[src/rtl/multicycle_ctrl.sv]
`default_nettype none
// ============================================================================
// Module   : multicycle_ctrl
// Purpose  : Main control FSM for a multi-cycle RV32I core. Sequences the
//            shared ALU, register file, PC and unified memory over several
//            cycles per instruction and drives ALUOp into the ALU decoder
//            (000 add, 001 sub, 010 funct-decoded, 011 load/store, 100 lui).
//            Stalls on the memory ready handshake and flags unsupported
//            opcodes with a one-cycle pulse.
// Ports    : clk, rst           - clock, asynchronous active-high reset
//            op, funct3, zero   - IR opcode/funct3 and ALU zero flag
//            mem_ready          - memory access completes this cycle
//            PCWrite, AdrSrc, MemWrite, IRWrite, ResultSrc, ALUSrcA,
//            ALUSrcB, ALUOp, RegWrite - datapath controls
//            illegal            - unsupported opcode seen in DECODE
//            state_dbg          - current state encoding
// Revision : 1.0 - initial release
// ============================================================================
module multicycle_ctrl (
  input  logic       clk,
  input  logic       rst,
  input  logic [6:0] op,
  input  logic [2:0] funct3,
  input  logic       zero,
  input  logic       mem_ready,
  output logic       PCWrite,
  output logic       AdrSrc,
  output logic       MemWrite,
  output logic       IRWrite,
  output logic [1:0] ResultSrc,
  output logic [1:0] ALUSrcA,
  output logic [1:0] ALUSrcB,
  output logic [2:0] ALUOp,
  output logic       RegWrite,
  output logic       illegal,
  output logic [3:0] state_dbg
);

  localparam logic [6:0] OP_LOAD   = 7'b0000011;
  localparam logic [6:0] OP_STORE  = 7'b0100011;
  localparam logic [6:0] OP_RTYPE  = 7'b0110011;
  localparam logic [6:0] OP_ITYPE  = 7'b0010011;
  localparam logic [6:0] OP_BRANCH = 7'b1100011;
  localparam logic [6:0] OP_JAL    = 7'b1101111;
  localparam logic [6:0] OP_LUI    = 7'b0110111;

  typedef enum logic [3:0] {
    FETCH    = 4'd0,
    DECODE   = 4'd1,
    MEMADR   = 4'd2,
    MEMREAD  = 4'd3,
    MEMWB    = 4'd4,
    MEMWRITE = 4'd5,
    EXECR    = 4'd6,
    EXECI    = 4'd7,
    ALUWB    = 4'd8,
    BRANCH   = 4'd9,
    JAL      = 4'd10,
    LUI      = 4'd11
  } state_t;

  state_t state;
  state_t next_state;

  // Only funct3[0] distinguishes beq/bne; the upper bits are don't-care.
  logic unused_funct3;
  assign unused_funct3 = ^funct3[2:1];

  always_ff @(posedge clk or posedge rst) begin
    if (rst) begin
      state <= FETCH;
    end else begin
      state <= next_state;
    end
  end

  assign state_dbg = state;

  always_comb begin
    next_state = FETCH;
    PCWrite    = 1'b0;
    AdrSrc     = 1'b0;
    MemWrite   = 1'b0;
    IRWrite    = 1'b0;
    ResultSrc  = 2'b00;
    ALUSrcA    = 2'b00;
    ALUSrcB    = 2'b00;
    ALUOp      = 3'b000;
    RegWrite   = 1'b0;
    illegal    = 1'b0;

    case (state)
      FETCH: begin
        // PC+4 computed and written back in the same cycle the IR loads.
        ALUSrcB    = 2'b10;
        ResultSrc  = 2'b10;
        IRWrite    = mem_ready;
        PCWrite    = mem_ready;
        next_state = mem_ready ? DECODE : FETCH;
      end
      DECODE: begin
        // OldPC + imm precomputes the branch target into ALUOut.
        ALUSrcA = 2'b01;
        ALUSrcB = 2'b01;
        case (op)
          OP_LOAD, OP_STORE: next_state = MEMADR;
          OP_RTYPE:          next_state = EXECR;
          OP_ITYPE:          next_state = EXECI;
          OP_BRANCH:         next_state = BRANCH;
          OP_JAL:            next_state = JAL;
          OP_LUI:            next_state = LUI;
          default: begin
            // Treated as a NOP: PC was already advanced in FETCH.
            illegal    = 1'b1;
            next_state = FETCH;
          end
        endcase
      end
      MEMADR: begin
        ALUSrcA    = 2'b10;
        ALUSrcB    = 2'b01;
        ALUOp      = 3'b011;
        next_state = op[5] ? MEMWRITE : MEMREAD;
      end
      MEMREAD: begin
        AdrSrc     = 1'b1;
        next_state = mem_ready ? MEMWB : MEMREAD;
      end
      MEMWB: begin
        ResultSrc  = 2'b01;
        RegWrite   = 1'b1;
        next_state = FETCH;
      end
      MEMWRITE: begin
        // Strobe held through the wait, including the completing cycle.
        AdrSrc     = 1'b1;
        MemWrite   = 1'b1;
        next_state = mem_ready ? FETCH : MEMWRITE;
      end
      EXECR: begin
        ALUSrcA    = 2'b10;
        ALUOp      = 3'b010;
        next_state = ALUWB;
      end
      EXECI: begin
        ALUSrcA    = 2'b10;
        ALUSrcB    = 2'b01;
        ALUOp      = 3'b010;
        next_state = ALUWB;
      end
      ALUWB: begin
        RegWrite   = 1'b1;
        next_state = FETCH;
      end
      BRANCH: begin
        // Compare by subtraction; ALUOut already holds the target.
        ALUSrcA    = 2'b10;
        ALUOp      = 3'b001;
        PCWrite    = zero ^ funct3[0];
        next_state = FETCH;
      end
      JAL: begin
        // OldPC+4 goes to rd via ALUWB while PC takes the target in ALUOut.
        ALUSrcA    = 2'b01;
        ALUSrcB    = 2'b10;
        PCWrite    = 1'b1;
        next_state = ALUWB;
      end
      LUI: begin
        ALUSrcA    = 2'b10;
        ALUSrcB    = 2'b01;
        ALUOp      = 3'b100;
        next_state = ALUWB;
      end
      default: begin
        next_state = FETCH;
      end
    endcase

    // While reset is held, no architectural state may change.
    if (rst) begin
      PCWrite  = 1'b0;
      MemWrite = 1'b0;
      IRWrite  = 1'b0;
      RegWrite = 1'b0;
      illegal  = 1'b0;
    end
  end

endmodule
`default_nettype wire

[config.mk]
export PLATFORM = sky130hd
export DESIGN_NAME = multicycle_ctrl
export DESIGN_NICKNAME = d
export VERILOG_FILES = /design/src/rtl/multicycle_ctrl.sv
export SDC_FILE = /design/constraint.sdc
export NUM_CORES = 1
export LEC_CHECK = 0
export ABC_AREA = 1
export CAP_MARGIN = 20
export CORE_MARGIN = 2
export CORE_UTILIZATION = 35
export CTS_BUF_LIST = sky130_fd_sc_hd__clkbuf_4 sky130_fd_sc_hd__clkbuf_8
export DETAILED_ROUTE_END_ITERATION = 6
export PLACE_DENSITY = 0.79
export RECOVER_POWER = 100
export SETUP_SLACK_MARGIN = 0.15
export SKIP_CTS_REPAIR_TIMING = 1
export SYNTH_ARGS = -nofsm -noshare
export SYNTH_HDL_FRONTEND = slang
export SYNTH_SLANG_ARGS = --single-unit
[constraint.sdc]
create_clock -name clk -period 2.37 [get_ports clk]
set_clock_uncertainty 0.05 [all_clocks]
set_input_delay 0.237 -clock clk [delete_from_list [all_inputs] [get_ports clk]]
set_output_delay 0.237 -clock clk [all_outputs]
set_load 0.005 [all_outputs]
==> results of run 1 <==
stage by stage:
stage / setup slack, ps / utilization
3_5_place_dp: 378 / 0.619
4_1_cts: 316 / 0.636
2_1_floorplan: 1110 / -
5_1_grt: 129 / 0.632
3_3_place_gp: 403 / 0.619
6_report: 287 / 0.632
cell usage after synthesis, drive strengths merged:
cell / instances / area, µm²
nor2: 20 / 87.6
o21ai: 3 / 15.0
xnor2: 1 / 8.76
nand3b: 3 / 22.5
dfrtp: 4 / 100
nand4: 1 / 6.26
nand3: 6 / 30.0
o211ai: 2 / 15.0
nor3: 1 / 5.00
inv: 16 / 60.1
nand2: 41 / 156
cell usage in the layout, fill, tap and decap left out, types with 2 or more instances in the layout:
| cell | synthesis | final |
|---|---|---|
| nor2_1 | 17 | 19 |
| inv_1 | 10 | 12 |
| nand2_1 | 40 | 40 |
| o211ai_1 | 2 | 2 |
| clkbuf_4 | 0 | 3 |
| clkdlybuf4s50_1 | 0 | 15 |
| nand3b_1 | 3 | 3 |
| o21ai_0 | 2 | 2 |
| nand3_1 | 6 | 6 |
| dlygate4sd3_1 | 0 | 15 |
| inv_2 | 6 | 4 |
| dfrtp_1 | 4 | 4 |
final timing paths:
path	startpoint	endpoint	slack (ps)	cells after the start
setup / recovery	state_dbg[1]	PCWrite	290	8
hold / removal	rst	state_dbg[2]	410	2
setup reg to reg	state_dbg[1]	state_dbg[1]	1160	6
hold reg to reg	state_dbg[1]	state_dbg[3]	520	2
max in group asynchronous	rst	state_dbg[3]	1700	2
min in group clk	state_dbg[1]	state_dbg[3]	520	2
cell families (layout without fill, tap and decap cells):
family	count (synthesis)	in the layout	share of synthesized area
flip-flops	4	4	0.198
XOR/XNOR	1	1	0.0173
AO/OA/AOI/OAI	5	5	0.0592
buffers and inverters	16	49	0.119
AND/OR/NAND/NOR	72	72	0.607
power by group through the flow:
stage | logic, W | registers, W | clock network, W
2_1_floorplan | 0.0000749 | 0.0000822 | 0
4_1_cts | 0.000172 | 0.0000818 | 0.0000843
5_1_grt | 0.000177 | 0.0000818 | 0.0000907
3_3_place_gp | 0.000170 | 0.0000824 | 0
3_5_place_dp | 0.000172 | 0.0000827 | 0
6_report | 0.000158 | 0.0000808 | 0.0000835
metal layers:
layer / part of all wire / global-route usage / vias to the layer above
li1: - / - / 369
met1: 0.42 / 0.161 / 283
met2: 0.48 / 0.291 / 29
met3: 0.081 / 0.0388 / 3
met4: 0.014 / 0.0938 / 0
met5: 0 / 0 / -
final cells by class:
| class | count | area, µm² |
|---|---|---|
| sequential | 4 | 100 |
| tap | 15 | 18.8 |
| inverter | 16 | 60.1 |
| clock buffer | 3 | 22.5 |
| fill | 130 | 490 |
| timing repair buffer | 30 | 300 |
| multi-input combinational | 78 | 342 |
critical path, stage by stage, from the launching register on:
cell and delay, ps:
dfrtp_1 400, inv_1 100, nand2_1 110, nor2_1 150
nand2_1 110, nand2_1 70, nor2_1 40, nor2_1 80
clkdlybuf4s50_1 510
==> results.py, run 1 <==
metrics = {
    "timing": {
        "period_needed_ps": 2080,
        "fmax_mhz": 480,
        "slew_headroom": 0.860,
        "final_max_slew_viol_count": 0,
        "hold_violations": 0,
        "finalSetupViolCount": 0,
        "hold-worst-slack_ps": 410,
        "rsz0062_at_grt": "no",
        "fin_crit_sh": 0.879,
        "worst_slew_pin_slew_ps": 209,
        "tns_ps": 0,
    },
    "clock_network": {
        "numClockSinks": 4,
        "cts_root_buffer": "clkbuf_4",
        "cts_tree": "yes",
        "cts_inserted_buffers": 3,
        "cts_buffer_depth": 2,
        "clkSlewWorstSetupHoldPaths_ps": 40,
        "cts_max_level": 1,
        "clkLatencyLatePin_ps": 230,
    },
    "power": {
        "power.total_w": 0.000323,
        "pwr-share-seq": 0.250,
        "p_int_w": 0.000215,
        "pwr-share-clk": 0.259,
        "combPwrFrac": 0.491,
        "switching_share": 0.334,
        "ir_drop_v": 0.000202,
        "p_per_area_mw_per_mm2": 383,
        "switching_power_w": 0.000108,
        "leakage_nw": 0.478,
    },
    "die": {
        "io_pins": 33,
        "die_area_mm2": 0.00177,
        "core_area_mm2": 0.00133,
        "rows": 13,
        "die_y_um": 42.1,
        "initial_core_util": 0.380,
        "die_w_um": 42.1,
    },
    "place": {
        "gp_congestion": 0.831,
        "portBuffers": 30,
        "placed_area_um2": 826,
        "place_inst": 143,
        "hpwl_um": 1120,
    },
    "routing": {
        "drtIter0Drc": 7,
        "ant_nets": 0,
        "drc": 0,
        "routed_wl_um": 1300,
        "vias_per_cell": 4.68,
        "drt_first_pass_iters": 3,
        "num_vias": 684,
        "wl_per_cell_um": 8.92,
    },
    "global_routing": {
        "grt_pass1_wl_um": 2220,
        "antenna_found_initial": 0,
        "grt.overflow.total": 0,
        "track_usage": 0.159,
        "first_global_vias": 623,
        "grt_start_max_net_pins": 7,
    },
    "finish": {
        "finalNonFillerCells": 146,
        "drive_gt1_frac": 0.0687,
        "layout.nets": 147,
        "syn_to_final_growth_pct": 66.4,
        "final_area_um2": 843,
        "largest_reg_flops": 4,
        "antenna_cells": 0,
    },
    "critical_path": {
        "cp_max_fo": 5,
        "critPathCaptureType": "primary output",
        "cp.arrival_ps": 1800,
        "startpoint_type": "register",
        "path_class": "reg -> out",
        "crit_required_ps": 2080,
    },
    "hold_path": {
        "holdCritPathClass": "in -> async",
    },
    "outcome": {
        "status": "complete, no violations",
    },
    "logic_synthesis": {
        "netlist_area_um2": 507,
        "yosysSeqAreaShare": 0.198,
        "avgSynthCellArea_um2": 5.17,
        "syn_nets": 112,
        "synth_cell_types": 16,
        "netlist_instances": 98,
        "ys.warnings.count": 0,
        "synth-seq-cells": 4,
    },
    "run": {
        "max_cap_violations": 0,
    },
}
Power figures use the tool's default switching activity.
==> run 2, diff against run 1 <==
PLACE_DENSITY = not set   (was 0.79)
PLACE_DENSITY_LB_ADDON = 0.1   (was not set)
==> run 2 against run 1 <==
Flip-flop and latch count stayed put. Utilization is 0.19 points higher. First-iteration DRC count is 71% higher. Sequential share of layout area hardly changed. Combinational power hardly changed. Clock-buffer cell count stayed put. Final cell count stayed put. Critical path depth stayed put. Setup slack worse by 36 ps. Worst hold slack worse by 13 ps. Total power is 2.8% higher. Via count is 2.2% higher.
==> results.py, run 2 (synthesized netlist as in run 1, its figures left out) <==
metrics = {
    "die": {
        "initial_core_util": 0.380,
        "io_pins": 33,
        "die_area_mm2": 0.00177,
        "rows": 13,
        "core_area_mm2": 0.00133,
        "die_y_um": 42.1,
        "die_w_um": 42.1,
    },
    "critical_path": {
        "critPathCaptureType": "primary output",
        "cp.arrival_ps": 1830,
        "r2r_cells": 7,
        "cp_max_fo": 5,
        "path_class": "reg -> out",
        "startpoint_type": "register",
        "critical_path.endpoint": "PCWrite",
        "r2r_end": "state_dbg[0]",
        "regToRegSetupSlack_ps": 1190,
        "crit_required_ps": 2080,
        "timing.rr.start": "state_dbg[0]",
        "crit_start": "state_dbg[1]",
    },
    "finish": {
        "final_cell_mix": "nand2_1, nor2_1, dlygate4sd3_1, clkdlybuf4s50_1, inv_1",
        "antenna_cells": 0,
        "largest_reg_flops": 4,
        "fillCellCount": 137,
        "drive_gt1_frac": 0.0840,
        "utilization": 0.634,
        "syn_to_final_growth_pct": 66.9,
        "finalNonFillerCells": 146,
        "layout.nets": 147,
        "final_common_cell": "nand2_1",
    },
    "timing": {
        "slew_headroom": 0.856,
        "setup_slack_ps": 251,
        "worst_slew_pin_slew_ps": 215,
        "finalSetupViolCount": 0,
        "final_max_slew_viol_count": 0,
        "period_needed_ps": 2120,
        "tns_ps": 0,
        "fmax_mhz": 472,
        "hold_violations": 0,
        "fin_crit_sh": 0.894,
        "rsz0062_at_grt": "no",
    },
    "routing": {
        "num_vias": 699,
        "ant_nets": 0,
        "routed_wl_um": 1380,
        "wl_per_cell_um": 9.47,
        "drt_first_pass_iters": 4,
        "drtIter0Drc": 12,
        "drc": 0,
        "vias_per_cell": 4.79,
    },
    "power": {
        "switching_share": 0.350,
        "p_int_w": 0.000216,
        "ir_drop_v": 0.000227,
        "combPwrFrac": 0.485,
        "pwr-share-clk": 0.271,
        "pwr-share-seq": 0.244,
        "switching_power_w": 0.000116,
        "leakage_nw": 0.486,
        "p_per_area_mw_per_mm2": 392,
    },
    "clock_network": {
        "cts_inserted_buffers": 3,
        "cts_buffer_depth": 2,
        "clkLatencyLatePin_ps": 250,
        "cts_root_buffer": "clkbuf_4",
        "cts_tree": "yes",
        "cts_max_level": 1,
        "numClockSinks": 4,
        "clkSlewWorstSetupHoldPaths_ps": 40,
    },
    "place": {
        "hpwl_um": 1150,
        "place_inst": 143,
        "portBuffers": 30,
        "dp_slack_ps": 378,
        "gp_congestion": 0.823,
    },
    "global_routing": {
        "grt_pass1_wl_um": 2350,
        "antenna_found_initial": 0,
        "grt_start_max_net_pins": 7,
        "first_global_vias": 643,
        "track_usage": 0.172,
        "grt.overflow.total": 0,
    },
    "hold_path": {
        "holdCritPathClass": "in -> async",
    },
    "run": {
        "max_cap_violations": 0,
    },
    "outcome": {
        "status": "complete, no violations",
    },
}
## run 2: cell count changes in the layout (fill, tap and decap cells not counted), sizes merged
cell	previous run	this run
clkinv	0	1
dlygate4sd3	15	18
inv	16	15
clkdlybuf4s50	15	12
## run 2: how the worst min path moves through the flow
stage	from	to	slack, ps	cells past startpoint
after floorplan	rst	state_dbg[0]	-40	1
after global placement	state_dbg[1]	state_dbg[3]	530	2
after detailed placement	state_dbg[1]	state_dbg[3]	530	2
after CTS	rst	state_dbg[0]	300	2
after global routing	rst	state_dbg[0]	440	2
final	rst	state_dbg[0]	400	2
## run 2: critical path, stage by stage (launching register included)
cell           delay (ps)
dfrtp_1               420
inv_2                  90
nand2_1               110
nor2_1                140
nand2_1               100
nand2_1                70
nor2_1                 40
nor2_1                 70
dlygate4sd3_1         560
## run 2: routing by layer
layer  vias to the layer above  share of wire  GRT usage
met5                         -              0          0
met4                         0          0.015     0.0938
met3                         2          0.074     0.0388
met2                        31           0.52      0.322
met1                       298           0.39      0.175
li1                        368              -          -
## run 2: power groups by stage
stage | Sequential, W | Combinational [W] | Clock [W]
detailed placement | 0.0000824 | 0.000172 | 0
global placement | 0.0000824 | 0.000170 | 0
finish | 0.0000809 | 0.000161 | 0.0000900
CTS | 0.0000814 | 0.000173 | 0.0000906
global route | 0.0000821 | 0.000179 | 0.0000952
floorplan | 0.0000822 | 0.0000749 | 0
## run 2: metrics by stage
step | power (W) | hold slack, ps | cell area, µm²
after floorplan | 0.000157 | -38.5 | 507
after global placement | 0.000252 | 529 | 826
after detailed placement | 0.000254 | 528 | 826
after CTS | 0.000345 | 299 | 848
after global routing | 0.000357 | 436 | 846
final | 0.000332 | 396 | 846
## run 2: final cells by class
type                            count  area (µm²)  area share
Multi-Input combinational cell     78         344       0.407
Clock buffer                        3        22.5      0.0266
Tap cell                           15        18.8      0.0222
Inverter                           16        60.1      0.0710
Sequential cell                     4         100       0.118
Timing Repair Buffer               30         300       0.355
